$ cat config.mk
export PLATFORM = sky130hd
export DESIGN_NAME = mask_zone_counter
export DESIGN_NICKNAME = d
export VERILOG_FILES = /design/src/rtl/mask_zone_counter.sv
export SDC_FILE = /design/constraint.sdc
export NUM_CORES = 1
export LEC_CHECK = 0
export CAP_MARGIN = 20
export CORE_AREA = 2 2 88 107
export DETAILED_ROUTE_END_ITERATION = 8
export DIE_AREA = 0 0 90 109
export PLACE_DENSITY = 0.83
export REMOVE_ABC_BUFFERS = 1
export SYNTH_ARGS = -nofsm -noshare
export SYNTH_HDL_FRONTEND = slang
export SYNTH_SLANG_ARGS = --single-unit
$ cat constraint.sdc
create_clock -name clk_in -period 4.9 [get_ports clk_in]
set_input_delay 0.98 -clock clk_in [delete_from_list [all_inputs] [get_ports clk_in]]
set_output_delay 0.98 -clock clk_in [all_outputs]
set_load 0.01 [all_outputs]
$ cat src/rtl/mask_zone_counter.sv
// Purpose: counts masked pixels per band of the frame and reports hysteretic per-band detection flags plus the strongest band.
// Latency: a beat lands in its accumulator 1 cycle later; totals latch 1 cycle after frame_done_in, and flags/best zone follow 1 cycle after that.
// Backpressure: none; one beat per cycle is always accepted.
//
// Ports:
//   clk_in, rst_in        single clock, asynchronous active-high reset
//   mask_valid_in/mask_in mask beat and its threshold bit
//   hcount_in/vcount_in   pixel coordinates of the beat
//   frame_done_in         single-cycle end-of-frame pulse
//   on_thresh_in          detection set threshold (count must exceed it)
//   off_thresh_in         detection clear threshold (count must fall below it)
//   zone_count_out        latched per-zone totals, zone k at [k*CNT_WIDTH +: CNT_WIDTH]
//   detected_out          per-zone detection flags
//   best_zone_out         index of the zone with the largest latched total
//   result_valid_out      one-cycle pulse when detected_out/best_zone_out update
module mask_zone_counter #(
    parameter int H_WIDTH      = 9,
    parameter int V_WIDTH      = 8,
    parameter int NUM_ZONES    = 2,
    parameter int ZONE_AXIS    = 1,
    parameter int FRAME_EXTENT = 320,
    parameter int CNT_WIDTH    = 16
) (
    input  logic                           clk_in,
    input  logic                           rst_in,
    input  logic                           mask_valid_in,
    input  logic                           mask_in,
    input  logic [H_WIDTH-1:0]             hcount_in,
    input  logic [V_WIDTH-1:0]             vcount_in,
    input  logic                           frame_done_in,
    input  logic [CNT_WIDTH-1:0]           on_thresh_in,
    input  logic [CNT_WIDTH-1:0]           off_thresh_in,
    output logic [NUM_ZONES*CNT_WIDTH-1:0] zone_count_out,
    output logic [NUM_ZONES-1:0]           detected_out,
    output logic [2:0]                     best_zone_out,
    output logic                           result_valid_out
);

    // Coordinate along the split axis, widened so band limits compare without truncation.
    logic [31:0] coord;
    assign coord = (ZONE_AXIS != 0) ? 32'(vcount_in) : 32'(hcount_in);

    logic [NUM_ZONES-1:0] hit;
    logic [CNT_WIDTH-1:0] cnt_arr [NUM_ZONES];

    // Stage-2 trigger: set the cycle after a latch so thresholds see the new totals.
    logic latch_vld_q;

    for (genvar k = 0; k < NUM_ZONES; k++) begin : g_zone
        // Band limits are fixed at elaboration; the last upper limit equals
        // FRAME_EXTENT, so coordinates beyond the frame hit no band.
        localparam int LO = k * FRAME_EXTENT / NUM_ZONES;
        localparam int HI = (k + 1) * FRAME_EXTENT / NUM_ZONES;

        if (k == 0) begin : g_first
            assign hit[k] = (coord < 32'(HI));
        end else begin : g_rest
            assign hit[k] = (coord >= 32'(LO)) && (coord < 32'(HI));
        end

        logic                 inc;
        logic [CNT_WIDTH-1:0] acc_q;
        logic [CNT_WIDTH-1:0] acc_nxt;
        logic [CNT_WIDTH-1:0] cnt_q;
        logic                 det_q;

        assign inc = mask_valid_in & mask_in & hit[k];

        // Saturate at all-ones instead of wrapping.
        assign acc_nxt = (inc && (acc_q != '1)) ? acc_q + CNT_WIDTH'(1) : acc_q;

        // A beat coincident with frame_done_in is folded into the latched total
        // through acc_nxt, and the accumulator restarts from zero.
        always_ff @(posedge clk_in or posedge rst_in) begin
            if (rst_in) begin
                acc_q <= '0;
                cnt_q <= '0;
            end else if (frame_done_in) begin
                acc_q <= '0;
                cnt_q <= acc_nxt;
            end else begin
                acc_q <= acc_nxt;
            end
        end

        // Hysteresis: set above on, clear below off, otherwise hold.
        always_ff @(posedge clk_in or posedge rst_in) begin
            if (rst_in) begin
                det_q <= 1'b0;
            end else if (latch_vld_q) begin
                if (cnt_q > on_thresh_in) begin
                    det_q <= 1'b1;
                end else if (cnt_q < off_thresh_in) begin
                    det_q <= 1'b0;
                end
            end
        end

        assign cnt_arr[k]                                = cnt_q;
        assign zone_count_out[k*CNT_WIDTH +: CNT_WIDTH] = cnt_q;
        assign detected_out[k]                           = det_q;
    end

    // Argmax over the latched totals; strict '>' keeps the lowest index on ties,
    // and all-zero totals naturally resolve to zone 0.
    logic [2:0]           best_idx;
    logic [CNT_WIDTH-1:0] best_cnt;

    always_comb begin
        best_idx = 3'd0;
        best_cnt = cnt_arr[0];
        for (int k = 1; k < NUM_ZONES; k++) begin
            if (cnt_arr[k] > best_cnt) begin
                best_cnt = cnt_arr[k];
                best_idx = 3'(k);
            end
        end
    end

    // Back-to-back frame_done_in pulses give back-to-back latch_vld_q cycles,
    // so each latched set of totals gets its own result pulse.
    always_ff @(posedge clk_in or posedge rst_in) begin
        if (rst_in) begin
            latch_vld_q      <= 1'b0;
            result_valid_out <= 1'b0;
            best_zone_out    <= 3'd0;
        end else begin
            latch_vld_q      <= frame_done_in;
            result_valid_out <= latch_vld_q;
            if (latch_vld_q) begin
                best_zone_out <= best_idx;
            end
        end
    end

endmodule

==> summary.md <==
| Metric | Value |
|---|---|
| Outcome | finished, final reports clean |
| Max-capacitance violation count | 0 |
| Ys flop type | dfrtp_1 |
| Vias in the first global route | approximately 4,400 |
| Final period util | slightly above 60% |
| CTS max path bufs | 2 |
| Initial DRC Count | 249 |
| Syn Inst Count | 550 |
| Drt pass-1 iters | 5 |
| Synth Register Bits | slightly below 70 |
| Root Driver | clkbuf_8 |
| H-tree levels | 3 |
| Die Y | 109 um |
| Hold_buf cts | 0 |
| Synth cell types | 58 |
| Yosys warnings | 0 |
| Clock latency on the worst-skew pair | between 0.3 and 0.4 ns |
| Final min period | 3.01 ns |
| Core area | 8840 um2 |
| Clock transition at the registers of the reported paths | 0.07 ns |
| Routed WL per cell | 17.0 um |
| Post-Syn Area | 4990 um2 |
| Crit-path cells | clkdlybuf4s50_1, inv_1, ha_1, a2111oi_0, nor4_1, a2111oi_0, o311ai_0 |
| DR vias/cell | 5.91 |
| First-pass GRT wire length | ~21,000 um |
| Number of CTS-inserted buffers | 9 |
| Worst Path Required | 5.09 ns |
| Core Util, Final | 68.0% |
| RSZ-0062 raised after global routing | no |
| Ratio of cells with drive above 1 in the final layout | around 5.8% |
| Syn Area/Cell | 9.07 um2 |
| Die X | 90 um |
| PortBufs | 75 |
| VDD IR max | ~0.00019 V |
| Area growth syn-to-layout | 20.4% |
| Min-delay src | latch_vld_q |
| Post-detail-place hpwl | 9940 um |
| Min-Delay Endpoint | result_valid_out |
| Initial antenna violation count | 0 |
| Reg2Reg Depth | 5 |
| Critical Path End Type | flip-flop |
| CP peak stage delay | 0.69 ns |
| N_diodes | 0 |
| CTS resizes | 0 |
| Max Clock Freq | 332 MHz |
| Crit-path slowest cell | a2111oi_0 |
| Reg-to-Reg Start | g_zone[0].cnt_q[1] |
| Post-synth EDFFs | 0 |
| Worst EP arrival | 3.20 ns |
| Critical path class | in2reg |
| Starting Density | 56.4% |
| Global Route Usage Sum | approximately a quarter |
| Global route total overflow | 0 |
| Final setup fails | 0 |
| Top-level port count | 92 |
| Final ANT Viol Nets | 0 |
| # nets final | 756 |
| Crit Path Max Fanout | 2 |
| R2r endpoint | g_zone[0].det_q |
| Largest net degree at the start of global routing | 62 |
| Clock Skews | 0.00920 ns |
| Relative slew slack | 39.7% |
| CP delay by family, top | compound AO/OA/AOI/OAI gates |
| R2R setup slack | 2.57 ns |
| Sum Neg Setup Slack | 0 ns |
| Power Dens Cells | approximately 240 nW/um2 |
| Fin. max-slew vios | 0 |
| Final hold viol count | 0 |
| Ys async rst share | 100% |
| Crit path launch type | primary input |
| Drt drc | 0 |
| FP Rows | 38 |
| Worst Tran Pin Value | 0.903 ns |
| Die ar. | 9810 um2 |
| CTS tree | done |
| Leakage | about 2.9 nW |
| CP dominant cell by count | a2111oi_0 |
| Postcts setup bufs | 0 |
| Detailed Route WL | approximately 13,000 um |
| Critical path buffers and inverters | 2 |
| Seq/Total Area, Yosys | 34.6% |
| RePlAce Congestion | ~0.91 |
| Sink Count | 69 |
| Via count | 4,400 |
| Path type of the worst min-delay path | reg2reg |
| WHS Path Cells | 0 |
[sequential cells by signal, indices dropped and copies added, names as in the netlist]
signal / count
g_zone.cnt_q: 32
best_zone_out: 1
g_zone.det_q: 2
result_valid_out: 1
latch_vld_q: 1
g_zone.acc_q: 32
[cells in the mapped netlist, types with 2 or more instances]
master,instances,share of area [%]
dfrtp_1,69,35
and2_1,2,0.25
o211ai_1,2,0.30
buf_6,2,0.45
a211oi_1,6,0.90
and3_1,6,0.75
nand4_1,17,2.1
a21o_1,5,0.75
o211ai_2,4,1.0
nand2b_1,2,0.25
a221o_1,3,0.60
o21ai_1,4,0.40
o21a_1,2,0.30
mux2i_1,2,0.40
a31oi_1,3,0.38
nor2b_1,2,0.25
a21oi_1,61,6.1
xor2_1,16,2.8
inv_1,52,3.9
and4_1,2,0.35
o21ai_0,7,0.70
clkbuf_1,11,0.83
nand2_1,30,2.3
nand3_1,23,2.3
nand4_2,2,0.50
ha_1,80,20
xnor2_1,12,2.1
nor2_1,76,5.7
o21ai_2,3,0.53
o31ai_1,2,0.30
nor3_1,4,0.40
buf_4,4,0.60
nor4_1,7,0.88
a2111oi_0,3,0.53
[cell usage in the layout (no fill, tap or decap), types with 2 or more instances in the layout]
cell type,count
o21ai_2,3
nor4_1,7
o211ai_2,4
a221o_1,3
nor2_1,76
o31ai_1,2
buf_4,2
dfrtp_1,69
ha_1,80
a21oi_1,61
o21ai_1,4
nand4_2,2
o211ai_1,2
o21ai_0,7
a21o_1,5
clkdlybuf4s50_1,74
nand3_1,23
xor2_1,16
nor2b_1,2
a2111oi_0,3
a211oi_1,6
nand2_1,30
a31oi_1,3
inv_1,51
conb_1,2
xnor2_1,12
nor3_1,4
mux2i_1,2
nand2b_1,2
clkbuf_8,12
and3_1,6
nand4_1,17
and4_1,2
and2_1,2
o21a_1,2
[cells by family (layout without fill, tap and decap cells)]
family	Yosys count	in the layout	share of synthesized area (%)
AO/OA/AOI/OAI	117	117	15.5
AND/OR/NAND/NOR	184	184	18.6
flip-flops	69	69	34.6
multiplexers	2	2	0.401
other	1	2	0.0752
adder cells (fa/ha/maj)	80	80	20.1
buffers and inverters	69	143	5.79
XOR/XNOR	28	28	4.91
[routing by layer]
metal  wire, um  part of all wire, %  vias to the layer above  GRT usage [%]
met4        360                  2.8                        0           10.5
met5          0                    0                        -              0
met2       6680                   53                      132           49.7
li1           -                    -                     2098              -
met1       5080                   40                     2144           30.2
met3        529                  4.2                       26           4.77
[worst max path at each step]
stage                                 from          endpoint  slack, ns  cells after the start
after floorplan                     rst_in  best_zone_out[0]       2.18                      1
after global routing      on_thresh_in[14]   g_zone[1].det_q       1.89                      8
after global placement    off_thresh_in[1]   g_zone[0].det_q       1.60                      7
after CTS                 off_thresh_in[1]   g_zone[0].det_q       1.94                      7
after detailed placement  off_thresh_in[1]   g_zone[0].det_q       1.56                      7
final                     off_thresh_in[1]   g_zone[0].det_q       1.89                      7
[report_power, final]
group / total (mW) / leakage [nW] / internal (mW) / switching [mW]
Combinational: 0.323 / 1.87 / 0.158 / 0.164
Sequential: 0.640 / 0.906 / 0.595 / 0.0446
Clock: 0.474 / 0.102 / 0.271 / 0.202
[cell type report]
| cell class | count | area (um2) |
|---|---|---|
| multi-input cells | 413 | 2980 |
| well taps | 120 | 150 |
| fillers | 722 | 2830 |
| repair buffers | 77 | 761 |
| flip-flops and latches | 69 | 1730 |
| inverters | 52 | 195 |
| clock buffers | 13 | 169 |
| clock inverters | 1 | 30.0 |
[stage by stage]
step	instance area (um2)	power, mW	std cells	hold slack (ns)	setup WS (ns)
floorplan	4900	0.807	534	0.394	2.18
global placement	5810	0.949	731	0.411	1.60
detailed placement	5810	0.969	731	0.415	1.56
CTS	6010	1.44	745	0.431	1.94
global route	6010	1.51	745	0.452	1.89
finish	6010	1.44	745	0.436	1.89
Note: power is estimated with default switching activity, not from simulation.
